File: src/rtl/lock_ctrl_if.sv
// Keypad strobes in, lock status out; clk and reset stay outside the bundle.
interface lock_ctrl_if;
  logic       key_valid;
  logic [3:0] key_digit;
  logic       key_enter;
  logic       key_clear;
  logic       prog_en;
  logic [2:0] state;
  logic       unlock;
  logic       lockout;
  logic [2:0] digit_cnt;
  logic [1:0] fail_cnt;
  logic       prog_done;

  modport master (
    output key_valid, key_digit, key_enter, key_clear, prog_en,
    input  state, unlock, lockout, digit_cnt, fail_cnt, prog_done
  );

  modport slave (
    input  key_valid, key_digit, key_enter, key_clear, prog_en,
    output state, unlock, lockout, digit_cnt, fail_cnt, prog_done
  );
endinterface

File: src/rtl/lock_ctrl.sv
// Keypad code lock: digit entry, code compare, retry lockout, in-place reprogramming.
//   state    | meaning
//   LOCKED   | waiting for the first digit
//   INPUT    | collecting digits, inactivity timeout running
//   VERIFY   | single-cycle compare of entry against stored code
//   ERROR    | wrong-code penalty dwell, strobes ignored
//   UNLOCKED | open, auto-relock after dwell, code may be reprogrammed
//   LOCKOUT  | too many consecutive failures, strobes ignored
module lock_ctrl #(
  parameter int                    CODE_LEN       = 4,
  parameter logic [4*CODE_LEN-1:0] DEFAULT_CODE   = 16'h1234,
  parameter int                    MAX_TRIES      = 3,
  parameter int                    ERR_CYCLES     = 4,
  parameter int                    LOCKOUT_CYCLES = 16,
  parameter int                    UNLOCK_CYCLES  = 20,
  parameter int                    IDLE_CYCLES    = 10
) (
  input  logic       clk,
  input  logic       reset,
  lock_ctrl_if.slave bus
);

  localparam int BUF_W = 4 * CODE_LEN;

  function automatic int max_of(input int a, input int b);
    return (a > b) ? a : b;
  endfunction

  localparam int MAX_DWELL = max_of(max_of(ERR_CYCLES, LOCKOUT_CYCLES),
                                    max_of(UNLOCK_CYCLES, IDLE_CYCLES));
  // The timer is loaded with dwell-1 and left on reaching zero.
  localparam int TW = (MAX_DWELL > 1) ? $clog2(MAX_DWELL) : 1;

  localparam logic [TW-1:0] T_ERR     = TW'(ERR_CYCLES - 1);
  localparam logic [TW-1:0] T_LOCKOUT = TW'(LOCKOUT_CYCLES - 1);
  localparam logic [TW-1:0] T_UNLOCK  = TW'(UNLOCK_CYCLES - 1);
  localparam logic [TW-1:0] T_IDLE    = TW'(IDLE_CYCLES - 1);
  localparam logic [2:0]    FULL_CNT  = 3'(CODE_LEN);

  typedef enum logic [2:0] {
    S_LOCKED   = 3'b000,
    S_INPUT    = 3'b001,
    S_VERIFY   = 3'b010,
    S_ERROR    = 3'b011,
    S_UNLOCKED = 3'b100,
    S_LOCKOUT  = 3'b101
  } state_t;

  state_t           state_q;
  logic [2:0]       digit_cnt_q;
  logic [1:0]       fail_cnt_q;
  logic [BUF_W-1:0] buffer_q;
  logic [BUF_W-1:0] code_q;
  logic [TW-1:0]    timer_q;
  logic             prog_done_q;

  logic       digit_full;
  logic       code_match;
  logic       timer_done;
  logic [1:0] fail_inc;
  logic       last_try;

  assign digit_full = (digit_cnt_q == FULL_CNT);
  assign code_match = digit_full && (buffer_q == code_q);
  assign timer_done = (timer_q == '0);
  assign fail_inc   = fail_cnt_q + 2'd1;
  assign last_try   = (int'(fail_inc) == MAX_TRIES);

  always_ff @(posedge clk or negedge reset) begin
    if (!reset) begin
      state_q     <= S_LOCKED;
      digit_cnt_q <= '0;
      fail_cnt_q  <= '0;
      buffer_q    <= '0;
      timer_q     <= '0;
      prog_done_q <= 1'b0;
      code_q      <= DEFAULT_CODE;
    end else begin
      prog_done_q <= 1'b0;
      case (state_q)
        S_LOCKED: begin
          if (bus.key_valid && !bus.key_clear && !bus.key_enter) begin
            buffer_q    <= BUF_W'({buffer_q, bus.key_digit});
            digit_cnt_q <= 3'd1;
            timer_q     <= T_IDLE;
            state_q     <= S_INPUT;
          end
        end
        S_INPUT: begin
          if (bus.key_clear) begin
            digit_cnt_q <= '0;
            timer_q     <= '0;
            state_q     <= S_LOCKED;
          end else if (bus.key_enter) begin
            timer_q <= '0;
            state_q <= S_VERIFY;
          end else if (bus.key_valid) begin
            if (!digit_full) begin
              buffer_q    <= BUF_W'({buffer_q, bus.key_digit});
              digit_cnt_q <= digit_cnt_q + 3'd1;
            end
            timer_q <= T_IDLE;
          end else if (timer_done) begin
            digit_cnt_q <= '0;
            state_q     <= S_LOCKED;
          end else begin
            timer_q <= timer_q - TW'(1);
          end
        end
        S_VERIFY: begin
          digit_cnt_q <= '0;
          if (code_match) begin
            fail_cnt_q <= '0;
            timer_q    <= T_UNLOCK;
            state_q    <= S_UNLOCKED;
          end else if (last_try) begin
            fail_cnt_q <= fail_inc;
            timer_q    <= T_LOCKOUT;
            state_q    <= S_LOCKOUT;
          end else begin
            fail_cnt_q <= fail_inc;
            timer_q    <= T_ERR;
            state_q    <= S_ERROR;
          end
        end
        S_ERROR: begin
          if (timer_done) state_q <= S_LOCKED;
          else            timer_q <= timer_q - TW'(1);
        end
        S_LOCKOUT: begin
          if (timer_done) begin
            fail_cnt_q <= '0;
            state_q    <= S_LOCKED;
          end else begin
            timer_q <= timer_q - TW'(1);
          end
        end
        S_UNLOCKED: begin
          // Dwell countdown first; strobes below may override it.
          if (timer_done) begin
            digit_cnt_q <= '0;
            state_q     <= S_LOCKED;
          end else begin
            timer_q <= timer_q - TW'(1);
          end
          if (bus.key_clear) begin
            digit_cnt_q <= '0;
            timer_q     <= '0;
            state_q     <= S_LOCKED;
          end else if (bus.key_enter) begin
            digit_cnt_q <= '0;
            if (bus.prog_en && digit_full) begin
              code_q      <= buffer_q;
              prog_done_q <= 1'b1;
              timer_q     <= T_UNLOCK;
              state_q     <= S_UNLOCKED;
            end
          end else if (bus.key_valid) begin
            if (!digit_full) begin
              buffer_q    <= BUF_W'({buffer_q, bus.key_digit});
              digit_cnt_q <= digit_cnt_q + 3'd1;
            end
            timer_q <= T_UNLOCK;
            state_q <= S_UNLOCKED;
          end
        end
        default: begin
          digit_cnt_q <= '0;
          timer_q     <= '0;
          state_q     <= S_LOCKED;
        end
      endcase
    end
  end

  assign bus.state     = state_q;
  assign bus.unlock    = (state_q == S_UNLOCKED);
  assign bus.lockout   = (state_q == S_LOCKOUT);
  assign bus.digit_cnt = digit_cnt_q;
  assign bus.fail_cnt  = fail_cnt_q;
  assign bus.prog_done = prog_done_q;

endmodule

File: src/flat_wrapper.sv
// flat-port wrapper written by rule: the top's interface ports become plain ports
module lock_ctrl_flat 
#(
  parameter int                    CODE_LEN       = 4,
  parameter logic [4*CODE_LEN-1:0] DEFAULT_CODE   = 16'h1234,
  parameter int                    MAX_TRIES      = 3,
  parameter int                    ERR_CYCLES     = 4,
  parameter int                    LOCKOUT_CYCLES = 16,
  parameter int                    UNLOCK_CYCLES  = 20,
  parameter int                    IDLE_CYCLES    = 10
)
  (clk, reset, bus_key_valid, bus_key_digit, bus_key_enter, bus_key_clear, bus_prog_en, bus_state, bus_unlock, bus_lockout, bus_digit_cnt, bus_fail_cnt, bus_prog_done);
  lock_ctrl_if bus_i ();
  input  logic clk;
  input  logic reset;
  input wire logic [$bits(bus_i.key_valid)-1:0] bus_key_valid;
  input wire logic [$bits(bus_i.key_digit)-1:0] bus_key_digit;
  input wire logic [$bits(bus_i.key_enter)-1:0] bus_key_enter;
  input wire logic [$bits(bus_i.key_clear)-1:0] bus_key_clear;
  input wire logic [$bits(bus_i.prog_en)-1:0] bus_prog_en;
  output wire logic [$bits(bus_i.state)-1:0] bus_state;
  output wire logic [$bits(bus_i.unlock)-1:0] bus_unlock;
  output wire logic [$bits(bus_i.lockout)-1:0] bus_lockout;
  output wire logic [$bits(bus_i.digit_cnt)-1:0] bus_digit_cnt;
  output wire logic [$bits(bus_i.fail_cnt)-1:0] bus_fail_cnt;
  output wire logic [$bits(bus_i.prog_done)-1:0] bus_prog_done;
  assign bus_i.key_valid = bus_key_valid;
  assign bus_i.key_digit = bus_key_digit;
  assign bus_i.key_enter = bus_key_enter;
  assign bus_i.key_clear = bus_key_clear;
  assign bus_i.prog_en = bus_prog_en;
  assign bus_state = bus_i.state;
  assign bus_unlock = bus_i.unlock;
  assign bus_lockout = bus_i.lockout;
  assign bus_digit_cnt = bus_i.digit_cnt;
  assign bus_fail_cnt = bus_i.fail_cnt;
  assign bus_prog_done = bus_i.prog_done;
  lock_ctrl #(.CODE_LEN(CODE_LEN), .DEFAULT_CODE(DEFAULT_CODE), .MAX_TRIES(MAX_TRIES), .ERR_CYCLES(ERR_CYCLES), .LOCKOUT_CYCLES(LOCKOUT_CYCLES), .UNLOCK_CYCLES(UNLOCK_CYCLES), .IDLE_CYCLES(IDLE_CYCLES)) u_core (.clk(clk), .reset(reset), .bus(bus_i));
endmodule
File: config.mk
export PLATFORM = sky130hd
export DESIGN_NAME = lock_ctrl_flat
export DESIGN_NICKNAME = d
export VERILOG_FILES = /design/src/rtl/lock_ctrl_if.sv /design/src/rtl/lock_ctrl.sv /design/src/flat_wrapper.sv
export SDC_FILE = /design/constraint.sdc
export NUM_CORES = 1
export LEC_CHECK = 0
export ABC_AREA = 1
export CELL_PAD_IN_SITES_DETAIL_PLACEMENT = 1
export CELL_PAD_IN_SITES_GLOBAL_PLACEMENT = 2
export CORE_ASPECT_RATIO = 1.25
export CORE_MARGIN = 4
export CORE_UTILIZATION = 36
export DETAILED_ROUTE_END_ITERATION = 10
export PLACE_DENSITY = 0.85
export SYNTH_ARGS = -nofsm -noshare
export SYNTH_HDL_FRONTEND = slang
export SYNTH_SLANG_ARGS = --single-unit
File: constraint.sdc
create_clock -name clk -period 4.62 [get_ports clk]
set_input_delay 0.924 -clock clk [delete_from_list [all_inputs] [get_ports clk]]
set_output_delay 0.924 -clock clk [all_outputs]
set_load 0.005 [all_outputs]
---- After elaboration in Yosys (flattened, before gate mapping) ----
Index checks and enable logic that the tools add are counted.
word-level totals
  register bits ........................... 46
  bits in latches ......................... 0
  bits in writable memories ............... 0
  memory bits (read-only) ................. 0
  bits of input ports ..................... 10
  output and inout port bits .............. 11
  word-level logic and storage cells ...... 93
  memories kept ........................... 0
operators by class
  add/subtract/negate cells ............... 3
  multipliers ............................. 0
  div/mod/pow operators ................... 0
  $lt $le $gt $ge ......................... 0
  eq/ne operators ......................... 17
  shifts and indexed selects .............. 0
  muxes and demuxes ....................... 47
  bitwise operators ....................... 2
  reductions and logical operators ........ 17
operators with widths
  operator                                                             count
  16-bit 2-to-1 mux                                                    5
  3-bit 2-to-1 mux                                                     20
  5-bit 2-to-1 mux                                                     10
  16-bit case mux with 2 select lines                                  1
  5-bit case mux with 5 select lines                                   1
  16-bit == test                                                       1
  3-bit case mux with 5 select lines                                   1
  3-bit case mux with 4 select lines                                   1
  3-bit == test (second input constant)                                3
  4-bit != test (second input constant)                                2
  4-bit AND reduction                                                  2
  3-bit by 2-bit == test with 1-bit output (second input constant)     2
  2-bit by 1-bit != test with 1-bit output (second input constant)     3
  2-bit != test (second input constant)                                3
  6-bit AND reduction                                                  1
  5-bit logical NOT                                                    1
  5-bit by 1-bit subtractor with 5-bit output (second input constant)  1
  1-bit logical AND                                                    4
  1-bit 2-to-1 mux                                                     4
  2-bit 2-to-1 mux                                                     2
  4-bit 2-to-1 mux                                                     1
  2-bit case mux with 2 select lines                                   1
  2-bit AND reduction                                                  2
  2-bit nonzero test                                                   2
  other kinds (9)                                                      12

---- Longest topological paths before layout ----
  depth in word-level cells ............... 7
  depth in mapped cells ................... 13
  depth with buffers taken out ............ 13

---- Least setup slack after synthesis ----
No wires, ideal clock.
  path kind ............................... input-to-reg
  start ................................... input bus_key_valid
  end ..................................... register u_core.buffer_q[2]
  library setup time ...................... 0.121 ns
  data arrival time ....................... 1.865 ns
  required time ........................... 4.499 ns
  path slack .............................. 2.634 ns
  cell stages on the path ................. 9
  buffers on the path ..................... 2
  cells stage by stage .................... buf_2 inv_2 nor2_1 nand2_1 o21ai_2 o2111ai_4 buf_6 nor2_2 a21oi_2
between the ends
  word-level cells in the longest chain between the ends .. 4
  elaborated cells on any way between the ends .. 5
  classes of those cells .................. eq/ne (2); reduce/logical (3)
ends and longest elaborated chain
  element                                                    line                text
  start, declared                                            flat_wrapper.sv:16  input wire logic [$bits(bus_i.key_valid)-1:0] bus_key_valid;
  1-bit logical AND (2 in series)                            lock_ctrl.sv:82     if (bus.key_valid && !bus.key_clear && !bus.key_enter) begin
  2-bit by 1-bit != test with 1-bit output (no source line)  --
  6-bit AND reduction (no source line) *                     --
  end signal, assigned                                       lock_ctrl.sv:83     buffer_q <= BUF_W'({buffer_q, bus.key_digit});
  end signal, assigned                                       lock_ctrl.sv:99     buffer_q <= BUF_W'({buffer_q, bus.key_digit});
  end signal, assigned                                       lock_ctrl.sv:160    buffer_q <= BUF_W'({buffer_q, bus.key_digit});
  end, declared                                              lock_ctrl.sv:52     logic [BUF_W-1:0] buffer_q;
Mark *: on every way between the ends. The rest lies on a longest branch, timed or not.
A chain may end at the register's enable or synchronous reset.

---- Final worst setup path ----
  start ................................... input bus_key_valid
  end ..................................... register u_core.buffer_q[0]
The elaborated chain is that of the path after synthesis.

==> metrics.txt <==
Worst path most repeated cell nor2_1; share of layout cells above drive strength 1 13.6%; antenna violations before repair 0; Port-buffer cells 20; WL/cell 13.7 um; vias 2209; WP data required 4.78 ns; layout net count 380; Leak 1.48 nW; WHS Path Cells 2; startpoint types primary input; Stages on worst setup path 8; die height 103 um; root buffer cell clkbuf_8; Fmax 0.356 GHz; CP cell instances clkdlybuf4s50_1, inv_2, nor2_1, nand2_1, o21ai_2, o2111ai_4, nor2_1, a21oi_2; Cell Count, Final, Fillers Out 457; first-pass GRT wire length 10.8 mm; DR vias/cell 4.83; Crit. Startpoint bus_key_valid; register clock-pin slew on the reported worst setup and hold paths 0.09 ns; Tcrit/Tclk final 60.8%; syn_nets 360; worst vdd ir 0.000252 V; number of setup buffers added after CTS 0; endpoints failing hold 0; r2r startpoint u_core.bus.digit_cnt[0]; placed cells 449; Post-Syn Area per Cell 7.55 um2; Synth area leaders dfrtp_1 (39%), nand2_1 (16%), inv_1 (7.3%); CTS Sinks 46; Antenna Nets Post-Route 0; CP max stage delay 0.66 ns; CTS Buffer Depth 2; latest clock arrival within the worst-skew pair 0.30 ns; Top Family by Delay on Critical Path buffers and inverters; cell row count 34; CTS tree yes; outcome finished, final reports clean; DP HPWL 4.66 mm; worst reg-to-reg path cell count 10; Hold-fix buffers, CTS 0; router iterations before antenna repair 4; GRT Util Overall 15.5%; Worst path slowest cell clkdlybuf4s50_1; Worst Path Arrival 2.96 ns; maxcap violations 0; Die Width 84.2 um; CP bufs+invs 2; area leader, netlist dfrtp_1; Hold Slack 0.493 ns; Syn Inst Count 346; CTS H-tree depth 2; Post-Syn Area 0.00261 mm2; Slew @ Worst Pin 1.08 ns; Die ar. 0.00869 mm2; Yosys cell types 29; Final setup viols 0; area of the core 0.00702 mm2; Final Critical Period 2.81 ns; Ys Warns 0; Initial Utilization 37.2%; PostCTS Resize Cnt 0; number of global-route vias before repair 2326; Slew Limit Fails 0; RSZ-0062 raised after global routing false; DRC viols 0; CTS buffer count 5; largest net degree at the start of global routing 47; pwr/cell area 554 mW/mm2; worst hold start u_core.buffer_q[11]; Seq cells post-synth 46; area grow syn2layout 13.2%; post-synthesis sequential area ratio 44.3%; Setup TNS Final 0 ns; slew margin rel. 28.3%; HP Class flip-flop to flip-flop; # IOs 21; final WL 6.25 mm; placer's final routability congestion estimate 0.829; Setup CP Type primary input to flip-flop; drt initial violations 31; Finished Core Util 42.1%; Synth top area share 39.3%; CP max FO 32; crit path capture type flip-flop; Overflow after GRT 0; Fin Clk Skew 0.00633 ns; total power 1.64 mW; Ant. Diodes 0
cells in the final DEF, fill, tap and decap left out, types with 2 or more instances in the layout:
cell             count
xnor2_1              2
nand2_2              2
nor2_2               4
dfstp_2              5
inv_2                8
a21oi_1              6
xor2_1               2
a21oi_2              5
nand2_1            113
clkbuf_8             6
clkdlybuf4s50_1     19
o21ai_1              3
o211ai_1             2
o21ai_2             13
dfrtp_1             41
nor2_1              19
nand4_1              2
o21ai_0             27
nand3_2              2
inv_1               51
ha_1                 4
nand3_1             21
worst paths after layout:
path	end	slack, ns
max	u_core.buffer_q[0]	1.81
min	u_core.buffer_q[11]	0.49
max reg2reg	u_core.buffer_q[0]	2.31
min reg2reg	u_core.buffer_q[11]	0.49
max in group asynchronous	u_core.buffer_q[1]	3.14
min in group asynchronous	u_core.timer_q[2]	0.82
routing by layer:
| layer | track usage [%] | vias up | routed length (um) |
|---|---|---|---|
| li1 | - | 1122 | - |
| met5 | 0 | - | 0 |
| met1 | 18.3 | 1060 | 2720 |
| met2 | 28.9 | 23 | 3300 |
| met3 | 2.93 | 4 | 164 |
| met4 | 4.58 | 0 | 65 |
sequential cells by signal (all words and copies together) (netlist names):
name / cells
u_core.buffer_q: 16
u_core.code_q: 16
u_core.timer_q: 5
u_core.bus.digit_cnt: 3
u_core.bus.state: 3
u_core.bus.fail_cnt: 2
u_core.bus.prog_done: 1
cells in the mapped netlist:
cell / number
o22ai_1: 1
dfstp_2: 5
dfrtp_1: 41
nand4_1: 2
nand2_1: 113
o211ai_1: 2
inv_2: 8
or2_2: 1
nor2_1: 19
a21oi_2: 5
nand3b_1: 1
a31oi_1: 1
inv_1: 51
o21ai_0: 27
nand3_2: 2
o21ai_1: 3
xnor2_1: 2
o21ai_2: 13
nor2_4: 1
buf_6: 3
a21oi_1: 6
buf_2: 4
ha_1: 4
nand3_1: 21
a21o_1: 1
nand2_2: 2
o2111ai_4: 1
xor2_1: 2
nor2_2: 4
metrics by stage:
step | instance area, um2 | setup slack (ns)
floorplan | 2610 | 2.63
global placement | 2870 | 1.57
detailed placement | 2870 | 1.51
CTS | 2960 | 1.80
global route | 2960 | 1.63
finish | 2960 | 1.81
final cells by class:
cell class / count / area (um2)
fill: 901 / 4060
clock inverter: 1 / 5.00
timing repair buffer: 20 / 195
clock buffer: 7 / 86.3
tap: 90 / 113
inverter: 59 / 221
sequential: 46 / 1160
multi-input combinational: 234 / 1180
report_power, final:
group / switching [mW] / total (mW) / internal [mW]
Sequential: 0.110 / 0.626 / 0.516
Clock: 0.143 / 0.264 / 0.121
Combinational: 0.466 / 0.750 / 0.283
tightest hold or removal path: cells and delay by family (launching register included):
family / cells / cell delay, ns
AND/OR/NAND/NOR: 1 / 0.07
flip-flops: 1 / 0.35
AO/OA/AOI/OAI: 1 / 0.05
cell families (layout without fill, tap and decap cells):
kind of cell,count (synthesis),count (layout),share of synthesized area [%]
AOI/OAI and AO/OA,60,60,15.3
adders and majority gates,4,4,1.92
DFF,46,46,44.3
and+or+nand+nor,166,166,26.6
buffers and inverters,66,87,10.5
xor gates and xnor gates,4,4,1.34
(Power assumes the default switching activity.)
